$ cat config.mk
export PLATFORM = sky130hd
export DESIGN_NAME = param_dual_port_ram
export DESIGN_NICKNAME = d
export VERILOG_FILES = /design/src/rtl/dpram_pkg.sv /design/src/rtl/dpram_core.sv /design/src/rtl/param_dual_port_ram.sv
export SDC_FILE = /design/constraint.sdc
export NUM_CORES = 2
export LEC_CHECK = 0
export BUFFER_PORTS_ARGS = -buffer_cell sky130_fd_sc_hd__buf_2
export CORE_MARGIN = 3
export CORE_UTILIZATION = 29
export DETAILED_ROUTE_END_ITERATION = 10
export PLACE_DENSITY = 0.53
export SLEW_MARGIN = 20
export SYNTH_ARGS = -nofsm -noshare
export SYNTH_HDL_FRONTEND = slang
export SYNTH_SLANG_ARGS = --single-unit
$ cat constraint.sdc
create_clock -name clock -period 10.3 [get_ports clock]
set_input_delay 3.09 -clock clock [delete_from_list [all_inputs] [get_ports clock]]
set_output_delay 3.09 -clock clock [all_outputs]
set_load 0.005 [all_outputs]
$ cat src/rtl/dpram_pkg.sv
// Shared types and constants for the byte-enabled dual-port RAM.
// Optional same-address write bypass is selected with DPRAM_WR_BYPASS_EN.
package dpram_pkg;

  typedef enum logic {
    INIT  = 1'b0,
    READY = 1'b1
  } dpram_state_e;

  localparam int unsigned RD_LAT_1 = 1;
  localparam int unsigned RD_LAT_2 = 2;

endpackage

$ cat src/rtl/dpram_core.sv
// Storage array: byte-enabled synchronous write, registered read that holds between reads.
// Bypass option DPRAM_WR_BYPASS_EN lives in the top level, not here.
module dpram_core
  import dpram_pkg::*;
#(
  parameter int unsigned DATA_W = 8,
  parameter int unsigned ADDR_W = 8
) (
  input  logic                  clock_i,
  input  logic                  wr_en_i,
  input  logic [ADDR_W-1:0]     wr_addr_i,
  input  logic [DATA_W/8-1:0]   wr_be_i,
  input  logic [DATA_W-1:0]     wr_data_i,
  input  logic                  rd_en_i,
  input  logic [ADDR_W-1:0]     rd_addr_i,
  output logic [DATA_W-1:0]     rd_data_o
);

  localparam int unsigned NB    = DATA_W / 8;
  localparam int unsigned DEPTH = 2 ** ADDR_W;

  logic [DATA_W-1:0] mem_q [DEPTH];
  logic [DATA_W-1:0] rd_data_q;

  // NOTE: the array has no reset; it maps onto RAM macros, and the top-level clear sweep initialises it.
  always_ff @(posedge clock_i) begin
    if (wr_en_i) begin
      for (int b = 0; b < NB; b++) begin
        if (wr_be_i[b]) mem_q[wr_addr_i][8*b +: 8] <= wr_data_i[8*b +: 8];
      end
    end
    // Read-first: the read sees the word as it was before this edge's write.
    if (rd_en_i) rd_data_q <= mem_q[rd_addr_i];
  end

  assign rd_data_o = rd_data_q;

endmodule

$ cat src/rtl/param_dual_port_ram.sv
// Dual-port RAM top: clear-on-reset FSM, read pipeline (latency 1 or 2), optional
// same-address write bypass enabled by the macro DPRAM_WR_BYPASS_EN.
module param_dual_port_ram
  import dpram_pkg::*;
#(
  parameter int unsigned DATA_W     = 8,
  parameter int unsigned ADDR_W     = 8,
  parameter int unsigned RD_LATENCY = RD_LAT_1
) (
  input  logic                  clock,
  input  logic                  reset,
  input  logic                  write_en,
  input  logic [ADDR_W-1:0]     write_address,
  input  logic [DATA_W/8-1:0]   write_be,
  input  logic [DATA_W-1:0]     data_in,
  input  logic                  read_en,
  input  logic [ADDR_W-1:0]     read_address,
  output logic [DATA_W-1:0]     data_out,
  output logic                  read_valid,
  output logic                  init_done
);

  localparam int unsigned       NB        = DATA_W / 8;
  localparam logic [ADDR_W-1:0] LAST_ADDR = '1;

  dpram_state_e      state_q, state_d;
  logic [ADDR_W-1:0] clr_cnt_q, clr_cnt_d;

  logic              core_we;
  logic [ADDR_W-1:0] core_waddr;
  logic [NB-1:0]     core_wbe;
  logic [DATA_W-1:0] core_wdata;
  logic              wr_accept;
  logic              rd_accept;
  logic [DATA_W-1:0] core_rdata;
  logic [DATA_W-1:0] stage1_word;
  logic              rd_valid1_q;

  // NOTE: sequential state uses non-blocking assignments so all registers update from pre-edge values.
  always_ff @(posedge clock) begin
    if (reset) begin
      state_q   <= INIT;
      clr_cnt_q <= '0;
    end else begin
      state_q   <= state_d;
      clr_cnt_q <= clr_cnt_d;
    end
  end

  // NOTE: every output of this block gets a default first, so no path can infer a latch.
  always_comb begin
    state_d    = state_q;
    clr_cnt_d  = clr_cnt_q;
    core_we    = 1'b0;
    core_waddr = write_address;
    core_wbe   = write_be;
    core_wdata = data_in;
    wr_accept  = 1'b0;
    rd_accept  = 1'b0;
    unique case (state_q)
      INIT: begin
        core_we    = ~reset;
        core_waddr = clr_cnt_q;
        core_wbe   = '1;
        core_wdata = '0;
        // Counter stops at the last address rather than wrapping.
        if (clr_cnt_q == LAST_ADDR) begin
          state_d = READY;
        end else begin
          clr_cnt_d = clr_cnt_q + 1'b1;
        end
      end
      READY: begin
        wr_accept = write_en & ~reset;
        rd_accept = read_en & ~reset;
        core_we   = wr_accept;
      end
      default: state_d = INIT;
    endcase
  end

  assign init_done = (state_q == READY);

  dpram_core #(
    .DATA_W (DATA_W),
    .ADDR_W (ADDR_W)
  ) u_core (
    .clock_i   (clock),
    .wr_en_i   (core_we),
    .wr_addr_i (core_waddr),
    .wr_be_i   (core_wbe),
    .wr_data_i (core_wdata),
    .rd_en_i   (rd_accept),
    .rd_addr_i (read_address),
    .rd_data_o (core_rdata)
  );

  always_ff @(posedge clock) begin
    if (reset) rd_valid1_q <= 1'b0;
    else       rd_valid1_q <= rd_accept;
  end

`ifdef DPRAM_WR_BYPASS_EN
  logic [NB-1:0]     byp_be_q;
  logic [DATA_W-1:0] byp_data_q;
  logic [DATA_W-1:0] byp_mask;

  // Captured alongside each accepted read so the merge holds with the read data.
  always_ff @(posedge clock) begin
    if (rd_accept) begin
      byp_be_q   <= (wr_accept && (write_address == read_address)) ? write_be : '0;
      byp_data_q <= data_in;
    end
  end

  always_comb begin
    byp_mask = '0;
    for (int b = 0; b < NB; b++) byp_mask[8*b +: 8] = {8{byp_be_q[b]}};
    stage1_word = (core_rdata & ~byp_mask) | (byp_data_q & byp_mask);
  end
`else
  assign stage1_word = core_rdata;
`endif

  if (RD_LATENCY == RD_LAT_2) begin : g_lat2
    logic              valid2_q;
    logic [DATA_W-1:0] dout_q;

    always_ff @(posedge clock) begin
      if (reset) begin
        valid2_q <= 1'b0;
        dout_q   <= '0;
      end else begin
        valid2_q <= rd_valid1_q;
        if (rd_valid1_q) dout_q <= stage1_word;
      end
    end

    assign data_out   = dout_q;
    assign read_valid = valid2_q;
  end else begin : g_lat1
    // The core read register has no reset; mask it to zero until the first read after reset.
    logic out_zero_q;

    always_ff @(posedge clock) begin
      if (reset)          out_zero_q <= 1'b1;
      else if (rd_accept) out_zero_q <= 1'b0;
    end

    assign data_out   = out_zero_q ? '0 : stage1_word;
    assign read_valid = rd_valid1_q;
  end

endmodule

==> out/qor.yml <==
detailed_routing:
  via_per_inst: 5.00
  drc: 0
  wl_per_cell_um: 27.6
  wl_um: 213000
  drt_iter0_markers: 3912
  vias: 38700
  drtPass1Iterations: 5
  ant_nets: 0
synthesis:
  synth_most_common_cell: "edfxtp_1"
  synth-seq-area-share_pct: 77.1
  yosysUniqueCellTypes: 55
  yosysTopAreaCell: "edfxtp_1"
  ys_top_cells_by_area: "edfxtp_1, mux4_2, mux2i_1"
  ys_warn_count: 0
  async_flop_share_pct: 0
  synthFlopType: "edfxtp_1"
  synth_edf_count: 2056
  synth_top_area_share_pct: 76.9
  netlist_area_sq_um: 80300
  synth_common_cells: "edfxtp_1, mux4_2, nor2_1"
  syn-num-nets: 3783
  synth_seq_cells: 2067
  syn_avg_cell_area_sq_um: 21.4
  syn_inst: 3753
clocking:
  post_cts_buffers: 0
  clockRootBuffer: "clkbuf_16"
  tritoncts: "built"
  numCtsBuffers: 214
  ctsHoldBuffers: 0
  clkTransAtPathRegs_ps: 60
  cts_buffer_depth: 3
  h-tree-depth: 4
  insertion_delay_ps: 860
  cts_sinks: 2067
  post_cts_resized: 0
place:
  postPlaceCellArea_sq_um: 84800
  dp.cells: 7336
  io_buffers: 38
  dp_hpwl_um: 126000
  place_congestion: 0.787
critical_path:
  critPathRequiredTime_ps: 10870
  path_class: "input port to flip-flop"
  cp.arrival_ps: 7190
  crit_path_start_kind: "input port"
  end_kind: "flip-flop"
  path_max_fanout: 49
timing:
  drv_slew: 0
  fin_skew_ps: 28.0
  tns_ps: 0
  max_freq_mhz: 151
  worst_pin_slew_ps: 1130
  period_minus_slack_ps: 6610
  rsz0062_at_grt: "false"
  slew_headroom_pct: 24.4
  setup_viol: 0
  min_period_over_period_pct: 64.2
  hold_viol: 0
  worst_hold_slack_ps: 621
job:
  cap_violations: 0
global_route:
  grt.total_usage_pct: 14.8
  overflow: 0
  grt_antenna_before_repair: 10
  grt_pass1_vias: 39500
  grt_max_degree: 220
  grt_pass1_wl_um: 304000
floorplanning:
  pin_count: 39
  start_util_pct: 29.3
  die_w_um: 532
  die_h_um: 532
  std_cell_rows: 192
  core_area_sq_um: 275000
  die_area_sq_um: 283000
cells_and_area:
  stdcell_area_sq_um: 91600
  final_nets: 3896
  drive_above_1_share_pct: 23.0
  instances_no_fill: 7737
  final_util_pct: 33.4
  multiInputGateArea_sq_um: 17100
  fill_cells: 25700
  area_growth_pct: 14.0
  regArea_sq_um: 62000
pwr:
  powerDensity_nw_per_um2: 190
  ir_drop_uv: 165
  p_leak_nw: 28.2
min_path:
  hp-class: "flip-flop to flip-flop"
outcome:
  status: "finished, final reports clean"
path summary, 6_finish.rpt:
check,slack [ps],startpoint,cells after the start,end
setup / recovery,3690,read_address[1],9,u_core.rd_data_o[3]
hold / removal,620,clr_cnt_q[6],2,clr_cnt_q[6]
setup reg to reg,6390,init_done,5,u_core.mem_q[47][7]
hold reg to reg,620,clr_cnt_q[6],2,clr_cnt_q[6]
cells by family after synthesis:
family                   Yosys count  share of synthesized area (%)
adder cells (fa/ha/maj)            1                         0.0156
buffers and inverters            232                           1.62
flip-flops                      2067                           77.1
XOR/XNOR                           6                         0.0654
AO/OA/AOI/OAI                    336                           3.06
multiplexers                     641                           15.5
AND/OR/NAND/NOR                  470                           2.60
layout by cell type, fill, tap and decap left out, drive strengths merged, types with 26 or more instances in the layout:
| master | instances |
|---|---|
| o21ai | 26 |
| mux4 | 481 |
| o22ai | 39 |
| clkbuf | 264 |
| a22oi | 66 |
| mux2i | 148 |
| clkinv | 100 |
| o221ai | 55 |
| nand3 | 33 |
| edfxtp | 2056 |
| nand2 | 66 |
| buf | 115 |
| a21oi | 48 |
| nor2 | 277 |
metal layers:
layer | up-vias | global-route usage, % | part of all wire [%]
met5 | - | 0 | 0.0061
met4 | 2 | 4.27 | 2.7
met3 | 295 | 2.46 | 5.9
met2 | 1326 | 24.9 | 50
met1 | 21000 | 19.7 | 41
li1 | 16100 | - | -
stage by stage:
step	setup slack, ps	total power [mW]
floorplan	3100	9.74
global placement	2790	9.98
detailed placement	2840	9.98
CTS	3760	17.5
global route	3500	17.9
finish	3690	17.4
sequential cells by signal, summed over array words and instances, names as in the netlist:
register           count
u_core.mem_q        2048
g_lat1.out_zero_q      1
clr_cnt_q              8
init_done              1
read_valid             1
u_core.rd_data_o       8
critical path, stage by stage:
cell and delay (ps):
buf_8 350, buf_4 660, buf_4 750, mux4_2 420, a22o_1 300, a221oi_1 280
o32ai_1 240, a211oi_1 790, nor4_1 140
report_power, final:
| group | leakage [nW] | total [mW] | switching [mW] | internal (mW) |
|---|---|---|---|---|
| registers | 19.1 | 9.12 | 0.00332 | 9.11 |
| clock network | 3.32 | 7.57 | 3.26 | 4.31 |
| logic | 5.73 | 0.678 | 0.407 | 0.270 |
| total | 28.2 | 17.4 | 3.67 | 13.7 |
cell type report:
class	count	share of cell area, %
repair buffers	115	1.09
diodes	4	0.0109
flip-flops and latches	2067	67.7
clock buffers	264	6.08
clock inverters	133	1.36
inverters	14	0.0601
multi-input cells	1454	18.7
well taps	3686	5.04
No activity file was read; power rests on OpenSTA's default activity.
